### config.mk
export PLATFORM = sky130hd
export DESIGN_NAME = xor_fenwick_regfile_flat
export DESIGN_NICKNAME = d
export VERILOG_FILES = /design/src/rtl/xor_fenwick_regfile_if.sv /design/src/rtl/xor_fenwick_regfile.sv /design/src/flat_wrapper.sv
export SDC_FILE = /design/constraint.sdc
export NUM_CORES = 1
export LEC_CHECK = 0
export CORE_MARGIN = 2
export CORE_UTILIZATION = 25
export CTS_BUF_LIST = sky130_fd_sc_hd__clkbuf_16
export CTS_CLUSTER_DIAMETER = 50
export DETAILED_ROUTE_END_ITERATION = 10
export GPL_TIMING_DRIVEN = 0
export PLACE_DENSITY = 0.5
export SYNTH_ARGS = -nofsm -noshare
export SYNTH_HDL_FRONTEND = slang
export SYNTH_SLANG_ARGS = --single-unit
### constraint.sdc
create_clock -name clk -period 3.2 [get_ports clk]
set_clock_uncertainty 0.2 [all_clocks]
set_input_delay 0.64 -clock clk [delete_from_list [all_inputs] [get_ports clk]]
set_output_delay 0.64 -clock clk [all_outputs]
set_load 0.005 [all_outputs]
### src/rtl/xor_fenwick_regfile_if.sv
// Command/response bundle for xor_fenwick_regfile.
// The interface adds no latency: it is wiring only.
// The engine drives cmd_ready and rsp_valid. The consumer drives cmd_valid and rsp_ready.
// Ports:
//    master = command source / response consumer
//    slave  = the engine
interface xor_fenwick_regfile_if #(
   parameter int WIDTH = 1,
   parameter int AW    = 3
);
   logic             cmd_valid;
   logic             cmd_ready;
   logic [1:0]       cmd_op;
   logic [AW-1:0]    cmd_lo;
   logic [AW-1:0]    cmd_hi;
   logic [WIDTH-1:0] cmd_val;
   logic             rsp_valid;
   logic             rsp_ready;
   logic [WIDTH-1:0] rsp_data;
   logic             rsp_err;
   logic             busy;

   modport master (
      output cmd_valid, cmd_op, cmd_lo, cmd_hi, cmd_val, rsp_ready,
      input  cmd_ready, rsp_valid, rsp_data, rsp_err, busy
   );

   modport slave (
      input  cmd_valid, cmd_op, cmd_lo, cmd_hi, cmd_val, rsp_ready,
      output cmd_ready, rsp_valid, rsp_data, rsp_err, busy
   );
endinterface

### src/rtl/xor_fenwick_regfile.sv
// Purpose: DEPTH x WIDTH element bank held as a Fenwick tree of XOR partial sums.
//    Commands are point XOR-update, range-XOR query and clear.
// Latency:
//    UPDATE: 1..log2(DEPTH)+1 cycles, one tree node per cycle.
//    QUERY:  up to 2*(log2(DEPTH)+1)+1 cycles to rsp_valid.
//    CLEAR:  completes on the acceptance edge.
// Backpressure:
//    cmd_ready is high only when the engine is IDLE.
//    A response is held stable in RESP until rsp_ready is seen.
// Ports:
//    clk, rst : clock and synchronous active-high reset.
//    bus      : slave modport of xor_fenwick_regfile_if.
//       cmd_*   carry the command.
//       rsp_*   carry the response.
//       busy    is high whenever the engine is not IDLE.
// Optional build macro:
//    XOR_FENWICK_SHADOW_EN adds a flat element shadow array and enables op 3 (READ).
module xor_fenwick_regfile #(
   parameter int WIDTH = 1,
   parameter int DEPTH = 8
) (
   input logic                 clk,
   input logic                 rst,
   xor_fenwick_regfile_if.slave bus
);
   localparam int AW = $clog2(DEPTH);

   localparam logic [1:0] OP_UPDATE = 2'd0;
   localparam logic [1:0] OP_QUERY  = 2'd1;
   localparam logic [1:0] OP_CLEAR  = 2'd2;
   localparam logic [1:0] OP_READ   = 2'd3;

   typedef enum logic [2:0] {IDLE, UPD, QHI, QLO, RESP} state_t;

   state_t           st_q, st_d;
   logic [AW:0]      k_q, k_d;          // tree index 1..DEPTH; needs AW+1 bits
   logic [AW-1:0]    lo_q, lo_d;        // low query bound, held for the QLO walk
   logic [WIDTH-1:0] v_q, v_d;          // UPDATE value
   logic [WIDTH-1:0] acc_q, acc_d;      // running query XOR
   logic [WIDTH-1:0] rsp_data_q, rsp_data_d;
   logic             rsp_err_q, rsp_err_d;
   // node_q[i] holds tree node k = i+1
   logic [WIDTH-1:0] node_q [DEPTH];
   logic [WIDTH-1:0] node_d [DEPTH];
`ifdef XOR_FENWICK_SHADOW_EN
   logic [WIDTH-1:0] elem_q [DEPTH];
   logic [WIDTH-1:0] elem_d [DEPTH];
`endif

   logic [AW:0]      lb;                // lowbit(k)
   logic [AW-1:0]    nidx;              // storage slot of node k
   logic [AW+1:0]    k_up;              // k + lowbit(k), one extra bit so it cannot wrap
   logic [AW:0]      k_dn;              // k - lowbit(k)
   logic [WIDTH-1:0] acc_x;             // acc with the current node folded in

   always_comb begin
      st_d       = st_q;
      k_d        = k_q;
      lo_d       = lo_q;
      v_d        = v_q;
      acc_d      = acc_q;
      rsp_data_d = rsp_data_q;
      rsp_err_d  = rsp_err_q;
      node_d     = node_q;
`ifdef XOR_FENWICK_SHADOW_EN
      elem_d     = elem_q;
`endif
      lb    = k_q & (~k_q + (AW+1)'(1));
      // k in 1..DEPTH maps to slot (k-1) mod DEPTH. That is exactly k-1,
      // because k=DEPTH wraps to DEPTH-1 in AW bits.
      nidx  = k_q[AW-1:0] - AW'(1);
      k_up  = {1'b0, k_q} + {1'b0, lb};
      k_dn  = k_q - lb;
      acc_x = acc_q ^ node_q[nidx];

      case (st_q)
         IDLE: begin
            if (bus.cmd_valid) begin
               case (bus.cmd_op)
                  OP_UPDATE: begin
                     k_d  = {1'b0, bus.cmd_lo} + (AW+1)'(1);
                     v_d  = bus.cmd_val;
                     st_d = UPD;
`ifdef XOR_FENWICK_SHADOW_EN
                     elem_d[bus.cmd_lo] = elem_q[bus.cmd_lo] ^ bus.cmd_val;
`endif
                  end
                  OP_QUERY: begin
                     if (bus.cmd_lo > bus.cmd_hi) begin
                        rsp_data_d = '0;
                        rsp_err_d  = 1'b1;
                        st_d       = RESP;
                     end else begin
                        acc_d = '0;
                        k_d   = {1'b0, bus.cmd_hi} + (AW+1)'(1);
                        lo_d  = bus.cmd_lo;
                        st_d  = QHI;
                     end
                  end
                  OP_CLEAR: begin
                     node_d = '{default: '0};
`ifdef XOR_FENWICK_SHADOW_EN
                     elem_d = '{default: '0};
`endif
                  end
                  OP_READ: begin
`ifdef XOR_FENWICK_SHADOW_EN
                     rsp_data_d = elem_q[bus.cmd_lo];
                     rsp_err_d  = 1'b0;
`else
                     rsp_data_d = '0;
                     rsp_err_d  = 1'b1;
`endif
                     st_d = RESP;
                  end
                  default: st_d = IDLE;
               endcase
            end
         end
         UPD: begin
            node_d[nidx] = node_q[nidx] ^ v_q;
            if (k_up > (AW+2)'(DEPTH)) begin
               st_d = IDLE;
            end else begin
               k_d = k_up[AW:0];
            end
         end
         QHI: begin
            // Prefix XOR over elements 0..hi.
            acc_d = acc_x;
            if (k_dn == '0) begin
               if (lo_q == '0) begin
                  rsp_data_d = acc_x;
                  rsp_err_d  = 1'b0;
                  st_d       = RESP;
               end else begin
                  k_d  = {1'b0, lo_q};
                  st_d = QLO;
               end
            end else begin
               k_d = k_dn;
            end
         end
         QLO: begin
            // Fold out the prefix over elements 0..lo-1.
            acc_d = acc_x;
            if (k_dn == '0) begin
               rsp_data_d = acc_x;
               rsp_err_d  = 1'b0;
               st_d       = RESP;
            end else begin
               k_d = k_dn;
            end
         end
         RESP: begin
            if (bus.rsp_ready) begin
               st_d = IDLE;
            end
         end
         default: st_d = IDLE;
      endcase
   end

   always_ff @(posedge clk) begin
      if (rst) begin
         st_q       <= IDLE;
         k_q        <= '0;
         lo_q       <= '0;
         v_q        <= '0;
         acc_q      <= '0;
         rsp_data_q <= '0;
         rsp_err_q  <= 1'b0;
         node_q     <= '{default: '0};
`ifdef XOR_FENWICK_SHADOW_EN
         elem_q     <= '{default: '0};
`endif
      end else begin
         st_q       <= st_d;
         k_q        <= k_d;
         lo_q       <= lo_d;
         v_q        <= v_d;
         acc_q      <= acc_d;
         rsp_data_q <= rsp_data_d;
         rsp_err_q  <= rsp_err_d;
         node_q     <= node_d;
`ifdef XOR_FENWICK_SHADOW_EN
         elem_q     <= elem_d;
`endif
      end
   end

   assign bus.cmd_ready = (st_q == IDLE);
   assign bus.rsp_valid = (st_q == RESP);
   assign bus.rsp_data  = rsp_data_q;
   assign bus.rsp_err   = rsp_err_q;
   assign bus.busy      = (st_q != IDLE);
endmodule

### src/flat_wrapper.sv
// flat-port wrapper written by rule: the top's interface ports become plain ports
module xor_fenwick_regfile_flat 
#(
   parameter int WIDTH = 1,
   parameter int DEPTH = 8
)
  (clk, rst, bus_cmd_valid, bus_cmd_op, bus_cmd_lo, bus_cmd_hi, bus_cmd_val, bus_rsp_ready, bus_cmd_ready, bus_rsp_valid, bus_rsp_data, bus_rsp_err, bus_busy);
  xor_fenwick_regfile_if #(.WIDTH(WIDTH), .AW((3))) bus_i ();
  input logic clk;
  input logic rst;
  input wire logic [$bits(bus_i.cmd_valid)-1:0] bus_cmd_valid;
  input wire logic [$bits(bus_i.cmd_op)-1:0] bus_cmd_op;
  input wire logic [$bits(bus_i.cmd_lo)-1:0] bus_cmd_lo;
  input wire logic [$bits(bus_i.cmd_hi)-1:0] bus_cmd_hi;
  input wire logic [$bits(bus_i.cmd_val)-1:0] bus_cmd_val;
  input wire logic [$bits(bus_i.rsp_ready)-1:0] bus_rsp_ready;
  output wire logic [$bits(bus_i.cmd_ready)-1:0] bus_cmd_ready;
  output wire logic [$bits(bus_i.rsp_valid)-1:0] bus_rsp_valid;
  output wire logic [$bits(bus_i.rsp_data)-1:0] bus_rsp_data;
  output wire logic [$bits(bus_i.rsp_err)-1:0] bus_rsp_err;
  output wire logic [$bits(bus_i.busy)-1:0] bus_busy;
  assign bus_i.cmd_valid = bus_cmd_valid;
  assign bus_i.cmd_op = bus_cmd_op;
  assign bus_i.cmd_lo = bus_cmd_lo;
  assign bus_i.cmd_hi = bus_cmd_hi;
  assign bus_i.cmd_val = bus_cmd_val;
  assign bus_i.rsp_ready = bus_rsp_ready;
  assign bus_cmd_ready = bus_i.cmd_ready;
  assign bus_rsp_valid = bus_i.rsp_valid;
  assign bus_rsp_data = bus_i.rsp_data;
  assign bus_rsp_err = bus_i.rsp_err;
  assign bus_busy = bus_i.busy;
  xor_fenwick_regfile #(.WIDTH(WIDTH), .DEPTH(DEPTH)) u_core (.clk(clk), .rst(rst), .bus(bus_i));
endmodule
-- After elaboration in Yosys (flattened, before gate mapping)
Cells that the tools add are included.
W data, S select, Z words.
- equal/unequal tests: 24
- order comparisons: 4
- reductions and logical operators: 18
- $add $sub $neg: 6
- multiplexer cells: 44
- bitwise gates (word level): 6
- operator list (operator ; count):
    $mux W4 ; 6
    $mux W3 ; 7
    $mux W1 ; 16
    $mux W8 ; 2
    $pmux W4 S4 ; 1
    $pmux W8 S2 ; 1
    $pmux W3 S5 ; 1
    $reduce_and A7 Y1 ; 2
    $ne A2 B1 Y1 const B ; 6
    $ne A2 B2 Y1 const B ; 5
    $pmux W3 S3 ; 1
    $add A3 B1 Y4 const B ; 2
    $bwmux W8 ; 1
    $pmux W4 S2 ; 1
    $reduce_and A4 Y1 ; 2
    $eq A3 B2 Y1 const B ; 2
    $logic_not A3 Y1 ; 2
    $ne A3 B1 Y1 const B ; 2
    $ne A3 B3 Y1 const B ; 2
    $pmux W1 S2 ; 3
    $pmux W1 S3 ; 2
    $reduce_and A3 Y1 ; 2
    $reduce_and A6 Y1 ; 1
    $reduce_bool A3 Y1 ; 2
    other kinds (27) ; 30
- output and inout port bits: 5
- register bits after elaboration: 22

-- Depth between registers and ports, before layout
Gate-level depths: netlist of the first run.
- depth after elaboration: 9
- gate-level depth with buffers: 12

-- Least setup slack after synthesis of the first run
No wires, ideal clock.
- kind: reg-to-reg
- from: reg u_core.k_q[0]
- to: reg u_core.node_q[1] (netlist name)
- arrival time: 2633 ps
- path slack: 280 ps
- library setup time: 87 ps
- cell stages (with the launch flop): 13
- cells stage by stage: dfxtp_1 -> buf_6 -> inv_1 -> ha_1 -> inv_1 -> ha_1 -> buf_1 -> mux4_2 -> mux2i_1 -> xor2_1 -> nor2_1 -> nand3_1 -> o31ai_1
- longest elaborated chain between the ends: 8
- RTL lines (element ; line ; RTL):
    from (decl) ; xor_fenwick_regfile.sv:36 ; logic [AW:0] k_q, k_d;
    from (signal assigned) ; xor_fenwick_regfile.sv:179 ; k_q <= k_d;
    $sub A3 B1 Y3 (*) ; xor_fenwick_regfile.sv:71 ; nidx = k_q[AW-1:0] - AW'(1);
    $not A3 Y4 (not written as such) (*) ; xor_fenwick_regfile.sv:121 ; node_d[nidx] = node_q[nidx] ^ v_q;
    $ge A4 B4 Y1 (not written as such) (tied with other cells) ; xor_fenwick_regfile.sv:121 ;
    $logic_and A1 B1 Y1 (not written as such) or $mux W1 (tied branches) ; xor_fenwick_regfile.sv:121 ;
    $mux W1 (not written as such) ; xor_fenwick_regfile.sv:121 ;
    $demux W1 S3 or $xor A1 B1 Y1 (tied branches) ; xor_fenwick_regfile.sv:121 ;
    $bwmux W8 (*) ; xor_fenwick_regfile.sv:121 ;
    $pmux W8 S2 (*) ; xor_fenwick_regfile.sv:76 ; case (st_q)
    to (signal assigned) ; xor_fenwick_regfile.sv:185 ; node_q <= node_d;
    to (decl) ; xor_fenwick_regfile.sv:43 ; logic [WIDTH-1:0] node_q [DEPTH];
Every way passes the cells marked *; elsewhere a longest branch is shown, timed or not. The select of a mux whose other input is x is not followed.
A chain may end at the register's enable or synchronous reset.

-- Worst setup path after layout of the first run
- from: in bus_cmd_op[0]
- to: reg u_core.k_q[2]
- longest elaborated chain between the ends: 4
- RTL lines (element ; line ; RTL):
    from (decl) ; flat_wrapper.sv:12 ; input wire logic [$bits(bus_i.cmd_op)-1:0] bus_cmd_op;
    $eq A2 B1 Y1 or $logic_not A2 Y1 (tied branches) ; xor_fenwick_regfile.sv:79 ; case (bus.cmd_op)
    $pmux W4 S2 ; xor_fenwick_regfile.sv:79 ;
    $mux W4 ; xor_fenwick_regfile.sv:78 ; if (bus.cmd_valid) begin
    $pmux W4 S4 ; xor_fenwick_regfile.sv:76 ;
Parallel ways exist; a longest one is shown, timed or not. The select of a mux whose other input is x is not followed.

==> results.md, run 1 <==
* Wirelength per Cell at approximately 14 um
* Worst min path class: flip-flop to flip-flop
* Post-synth ARST share at 0%
* Worst Path Arrival at ~3.0 ns
* Routed vias at 1,584
* Avg Synthesized Cell Area at 8.28 um2
* Grt ovf at 0
* WL met2 at between 1.5 and 2 mm
* Maximum vdd drop at around 0.23 mV
* Worst Setup Start Kind: input port
* Outcome: finished, final reports clean
* Final GP Congestion at 0.758
* Cell row count at 30
* Initial Utilization at between 20% and 30%
* Initial antenna violation count at 0
* Ys flop type: dfxtp_1
* Minimum clock period at roughly 3.1 ns
* Ports at 18
* Post-route setup slack at ~0.15 ns
* Register Area at between 400 and 500 um2
* Flops & latches, synth at 22
* Synth Cell Area at around 1700 um2
* Worst-path clk slew at 0.06 ns
* Combinational power share at between 30% and 40%
* Synth warn at 0
* Post-synth cell types at 47
* DP Cell Count at roughly 300
* Hold Slack at 0.270 ns
* Post-Syn Nets at 230
* Pint at about 0.68 mW
* EDFF count, synth at 0
* FMAX at 327 MHz
* Met3 routed WL at 172 um
* Die area at 7500 um2
* First-pass GRT wire length at ~7.2 mm
* Slew margin rel. at 60.2%
* Final setup TNS at 0 ns
* Switching component of the power at about 0.29 mW
* Vias in the first global route at 1,516
* Top Layer Used: met4
* Core area at 6680 um2
* Die X at slightly below 90 um
* Setup WS pre-CTS at -0.103 ns
* Switch share at between 20 and 30%
* CP Capture Type: flip-flop
* H-tree level count at 1
* Root buf cell: clkbuf_16
* Routed WL at ~4.3 mm
* Area grow syn2layout at 24.4%
* Metal-1 WL at ~2.2 mm
* CTS Buffer Depth at 2
* Reg-to-Reg End: u_core.st_q[2]
* Share of cells above drive strength 1 at a little over a tenth
* Worst slew pin tran at between 0.5 and 0.6 ns
* Num CTS Buffers at 3
* Drt first pass iters at 4
* Slew Limit Fails at 0
* Fin util at between 30% and 40%
* Part of the power in registers at between 30 and 40%
* Commonest non-fill, non-tap cells in the layout: 22 x dfxtp_1, 21 x nor2_1, 17 x clkdlybuf4s50_1
* Via/cell ratio at between 5 and 6
* Synth area leader: dfxtp_1
* DP Area at just under 2000 um2
* Sequential-to-total area share from yosys stat at 25.8%
* Routed Antenna Nets at 0
* Filler cells at approximately 700
* CP Cell Sequence: clkdlybuf4s50_1, nor2b_1, mux2_2, ha_1, xnor2_1, a222oi_1, nor2_1, mux2_1
* Port Buf Inserts at 17
* R2r worst-path depth at 12
* Worst Setup EP: u_core.k_q[2]
* Crit path from: bus_cmd_op[0]
* Clock latency on the worst-skew pair at ~0.25 ns
* Hpwl dp at 3.28 mm
* Drc violations at 0
* CTS tree: built
* Multi-input logic area at between 1000 and 1500 um2
* Leak Pwr at ~0.82 nW
* Post-Syn Instances at ~210
* Setup Viol. Count Final at 0
* Die span in y at a little under 90 um
* Most common cell after layout, fill and taps aside: dfxtp_1
* CP max-delay cell: clkdlybuf4s50_1
* Tot GR Track Use at about an eighth
* Clk pwr share at 36.4%
* CTS sink cnt at 22
* Area contributors post-synth: dfxtp_1 26%, ha_1 8.1%, mux2i_1 6.5%
* Data required time of the worst path at 3.14 ns
* NumNets Final at roughly 250
* PwrDens at about 450 nW/um2
* Final Cell Area at roughly 2100 um2
* Final Hold Viols at 0
* Fin crit share at roughly 95%
* RR Startpoint: u_core.k_q[0]
* CP Class: input port to flip-flop
* Post-synth top area share at 25.8%
* Max-cap violations at 0
* Ant diodes at 0
* Finished Layout Cells at slightly above 300
* Final Total Pwr at about 0.96 mW
* Largest net degree at the start of global routing at 14
* Detailed Route Iter0 Violations at 101
* CP peak stage delay at approximately 0.56 ns
* Crit path max fanout at 6
* Reg2reg setup slack at ~0.23 ns
-- cell type report --
cell class	instances	share of cell area, %
Buffer	7	1.65
Clock buffer	3	3.54
Clock inverter	1	1.42
Inverter	13	2.48
Multi-Input combinational cell	161	56.3
Sequential cell	22	20.8
Tap cell	80	4.72
Timing Repair Buffer	20	9.09
-- synthesized netlist by cell type, drive strengths merged, types with 2 or more instances --
cell type	n
clkbuf	6
buf	4
o41ai	2
mux4	2
o31ai	5
a21oi	12
nand3	9
o211ai	4
o21ai	15
inv	11
nor2b	6
or3	5
xnor2	4
and2	2
xor2	2
nor2	21
nor3	7
nand2	13
ha	11
mux2i	11
o22ai	5
o311ai	4
mux2	4
o211a	2
nand2b	3
clkinv	2
dfxtp	22
-- worst max-delay path, delay by kind of cell --
family / cells / cell delay (ns)
AO/OA/AOI/OAI: 1 / 0.31
XOR/XNOR: 1 / 0.13
adder cells (fa/ha/maj): 1 / 0.19
buffers and inverters: 1 / 0.56
multiplexers: 2 / 0.71
AND/OR/NAND/NOR: 2 / 0.45
-- cells by family (layout without fill, tap and decap cells) --
| kind of cell | after synthesis | count (layout) | share of synthesized area, % |
|---|---|---|---|
| AOI/OAI and AO/OA | 57 | 57 | 24.9 |
| xor gates and xnor gates | 6 | 6 | 3.08 |
| adders and majority gates | 11 | 11 | 8.07 |
| buffers and inverters | 23 | 44 | 5.58 |
| DFF | 22 | 22 | 25.8 |
| muxes | 17 | 17 | 11.7 |
| and+or+nand+nor | 70 | 70 | 20.8 |
-- worst min path at each step --
stage | from | endpoint | slack (ns) | cells past startpoint
5_1_grt | u_core.node_q[0] | u_core.node_q[0] | 0.30 | 2
4_1_cts | u_core.node_q[0] | u_core.node_q[0] | 0.27 | 2
6_report | u_core.node_q[0] | u_core.node_q[0] | 0.27 | 2
2_1_floorplan | u_core.node_q[0] | u_core.node_q[0] | 0.22 | 2
3_5_place_dp | u_core.node_q[0] | u_core.node_q[0] | 0.25 | 2
3_3_place_gp | u_core.node_q[0] | u_core.node_q[0] | 0.24 | 2
-- flip-flops by register name, indices dropped and copies added, names as in the netlist --
register	count
u_core.node_q	8
u_core.k_q	4
u_core.lo_q	3
u_core.st_q	3
u_core.acc_q	1
u_core.bus.rsp_data	1
u_core.bus.rsp_err	1
u_core.v_q	1
-- repair_timing --
item	CTS	global route
buffers inserted	0	3
endpoints found under the setup margin	8	13
resized for setup	0	5
pin swaps	0	2
hold buffers	0	0
-- layer usage --
layer | vias to the layer above | track usage, %
li1 | 800 | -
met5 | - | 0
met4 | 0 | 2.13
met2 | 34 | 19.5
met3 | 2 | 2.57
met1 | 748 | 16.3
-- power groups by stage --
stage                     registers (mW)  clock network [mW]  logic, mW
final                              0.299               0.352      0.314
after global routing               0.301               0.374      0.344
after CTS                          0.299               0.362      0.291
after detailed placement           0.305                   0      0.290
after global placement             0.305                   0      0.290
after floorplan                    0.301                   0      0.204
(Power assumes the default switching activity.)
==> inputs of run 2 (changes only) <==
--- a/config.mk
+++ b/config.mk
@@ -11,7 +11,7 @@
 export CTS_CLUSTER_DIAMETER = 50
 export DETAILED_ROUTE_END_ITERATION = 10
 export GPL_TIMING_DRIVEN = 0
-export PLACE_DENSITY = 0.5
+export SKIP_LAST_GASP = 1
 export SYNTH_ARGS = -nofsm -noshare
 export SYNTH_HDL_FRONTEND = slang
 export SYNTH_SLANG_ARGS = --single-unit
==> run 2 against run 1 <==
Effect of this change:
- cell area decreased by 1.6%
- critical endpoint is now u_core.node_q[1]
- global-route usage decreased by 0.13 points
- non-clock buffer count decreased by 3
- register-to-register slack got worse by 0.06 ns
- largest cell class unchanged
- sequential power about the same
- sequential share of layout area increased by 0.34 points
- die area unchanged
- cell count decreased by 0.98%
- flip-flop and latch count unchanged
- highest routed layer unchanged
- worst hold slack improved by 0.0033 ns
==> results.md, run 2 (synthesized netlist as in run 1, its figures left out) <==
* Outcome: finished, final reports clean
* CP Class: flip-flop to flip-flop
* Clock latency on the worst-skew pair at 0.26 ns (about the same)
* CTS tree: built
* Slew Limit Fails at 0 (unchanged)
* Setup WS pre-CTS at -0.151 ns (-0.0483 ns)
* Worst slew pin tran at 0.576 ns (-0.0188 ns)
* Final Hold Viols at 0 (unchanged)
* Worst-path clk slew at 0.06 ns (about the same)
* Grt ovf at 0 (unchanged)
* Drc violations at 0 (unchanged)
* RSZ-0062 raised after global routing: true
* Minimum clock period at 3.03 ns (-0.0269 ns)
* Tot GR Track Use at 11.8% (-0.13 points)
* Port Buf Inserts at 17 (unchanged)
* Leak Pwr at 0.811 nW (-1.4%)
* Largest register FFs at 8 (unchanged)
* Data required time of the worst path at 3.17 ns (+0.03 ns)
* Hpwl dp at 3.17 mm (-3.4%)
* Wirelength per Cell at 13.7 um (-3.0%)
* FMAX at 330 MHz (+0.89%)
* Initial Utilization at 25.5% (unchanged)
* Initial antenna violation count at 0 (unchanged)
* Largest regs: u_core.node_q: 8 flops, u_core.k_q: 4 flops
* CP Capture Type: flip-flop
* Commonest non-fill, non-tap cells in the layout: 22 x dfxtp_1, 21 x nor2_1, 17 x clkdlybuf4s50_1
* Ports at 18 (unchanged)
* Routed vias at 1,564 (-1.3%)
* Setup Viol. Count Final at 0 (unchanged)
* Fin crit share at 94.6% (-0.84 points)
* Drt first pass iters at 4 (unchanged)
* Routed WL at 4.15 mm (-4.0%)
* Ant diodes at 0 (unchanged)
* H-tree level count at 1 (unchanged)
* Max-cap violations at 0 (unchanged)
* Final setup TNS at 0 ns (unchanged)
* Die X at 86.6 um (unchanged)
* Share of cells above drive strength 1 at 9.38% (-1.2 points)
* Worst min path class: flip-flop to flip-flop
* Detailed Route Iter0 Violations at 104 (+3.0%)
* NumNets Final at 249 (-1.2%)
* Num CTS Buffers at 3 (unchanged)
* Slew margin rel. at 61.4% (+1.3 points)
* Die area at 7500 um2 (unchanged)
* Biggest register: u_core.node_q
* Post-CTS setup buffers at 0 (unchanged)
* Cell row count at 30 (unchanged)
* Via/cell ratio at 5.14 (-0.29%)
* Post-route setup slack at 0.172 ns (+0.0269 ns)
* PwrDens at 454 nW/um2 (-0.17%)
* Routed Antenna Nets at 0 (unchanged)
* Core area at 6680 um2 (unchanged)
* Worst Path Arrival at 3.00 ns (about the same)
* Most common cell after layout, fill and taps aside: dfxtp_1
* First-pass GRT wire length at 7.09 mm (-1.7%)
* Final Total Pwr at 0.947 mW (-1.8%)
* Die span in y at 86.6 um (unchanged)
* Final GP Congestion at 0.770 (+1.7%)
* Hold Slack at 0.273 ns (+0.00330 ns)
* CTS sink cnt at 22 (unchanged)
* Vias in the first global route at 1,501 (-0.99%)
* Largest net degree at the start of global routing at 14 (unchanged)
* Area grow syn2layout at 22.4%
* Maximum vdd drop at 0.198 mV (-14%)
* Worst Setup Start Kind: flip-flop
* Reg2reg setup slack at 0.17 ns (-0.06 ns)
* Crit path max fanout at 10 (+4)
* Root buf cell: clkbuf_16
* CTS Buffer Depth at 2 (unchanged)
==> run 2: metrics by stage <==
stage	utilization (%)	cells	cell area, um2
2_1_floorplan	-	206	1710
3_3_place_gp	29.6	303	1980
3_5_place_dp	29.6	303	1980
4_1_cts	31.0	305	2070
5_1_grt	31.2	304	2090
6_report	31.2	304	2090
==> run 2: layout make-up <==
class,count,area (um2)
Clock buffer,3,75.1
Multi-Input combinational cell,161,1190
Buffer,7,35.0
Inverter,13,48.8
Timing Repair Buffer,17,170
Clock inverter,1,30.0
Fill cell,698,4590
Tap cell,80,100
Sequential cell,22,440
==> run 2: what timing repair did <==
item                                    in CTS  in global routing
pin swaps                                    0                  1
resized for setup                            0                  4
hold buffers                                 0                  0
endpoints found under the setup margin       7                 12
==> run 2: where the power goes <==
group	leakage [nW]	switching, mW	internal (mW)
combinational	0.582	0.166	0.128
clock	0.0511	0.106	0.249
sequential	0.178	0.0121	0.287
total	0.811	0.284	0.663
==> run 2: final timing paths <==
path                          from          endpoint  depth (start not counted)
setup reg to reg     u_core.k_q[0]  u_core.node_q[1]                         11
hold reg to reg   u_core.node_q[0]  u_core.node_q[0]                          2
hold / removal    u_core.node_q[0]  u_core.node_q[0]                          2
setup / recovery     u_core.k_q[0]  u_core.node_q[1]                         11
==> run 2: critical path, stage by stage, from the launching register on <==
cell and delay [ns]:
dfxtp_1 0.35, buf_6 0.15, inv_1 0.16, ha_1 0.21, inv_1 0.05, ha_2 0.40
mux4_2 0.56, mux2i_4 0.21, xor2_1 0.09, nor2_1 0.15, nand3_1 0.18, o31ai_1 0.22
==> run 2: layer usage <==
layer,vias up,track usage (%),routed length (um)
met1,733,16.1,2060
met5,-,0,0
met3,5,2.29,179
met4,0,3.84,55
li1,791,-,-
met2,35,18.7,1860
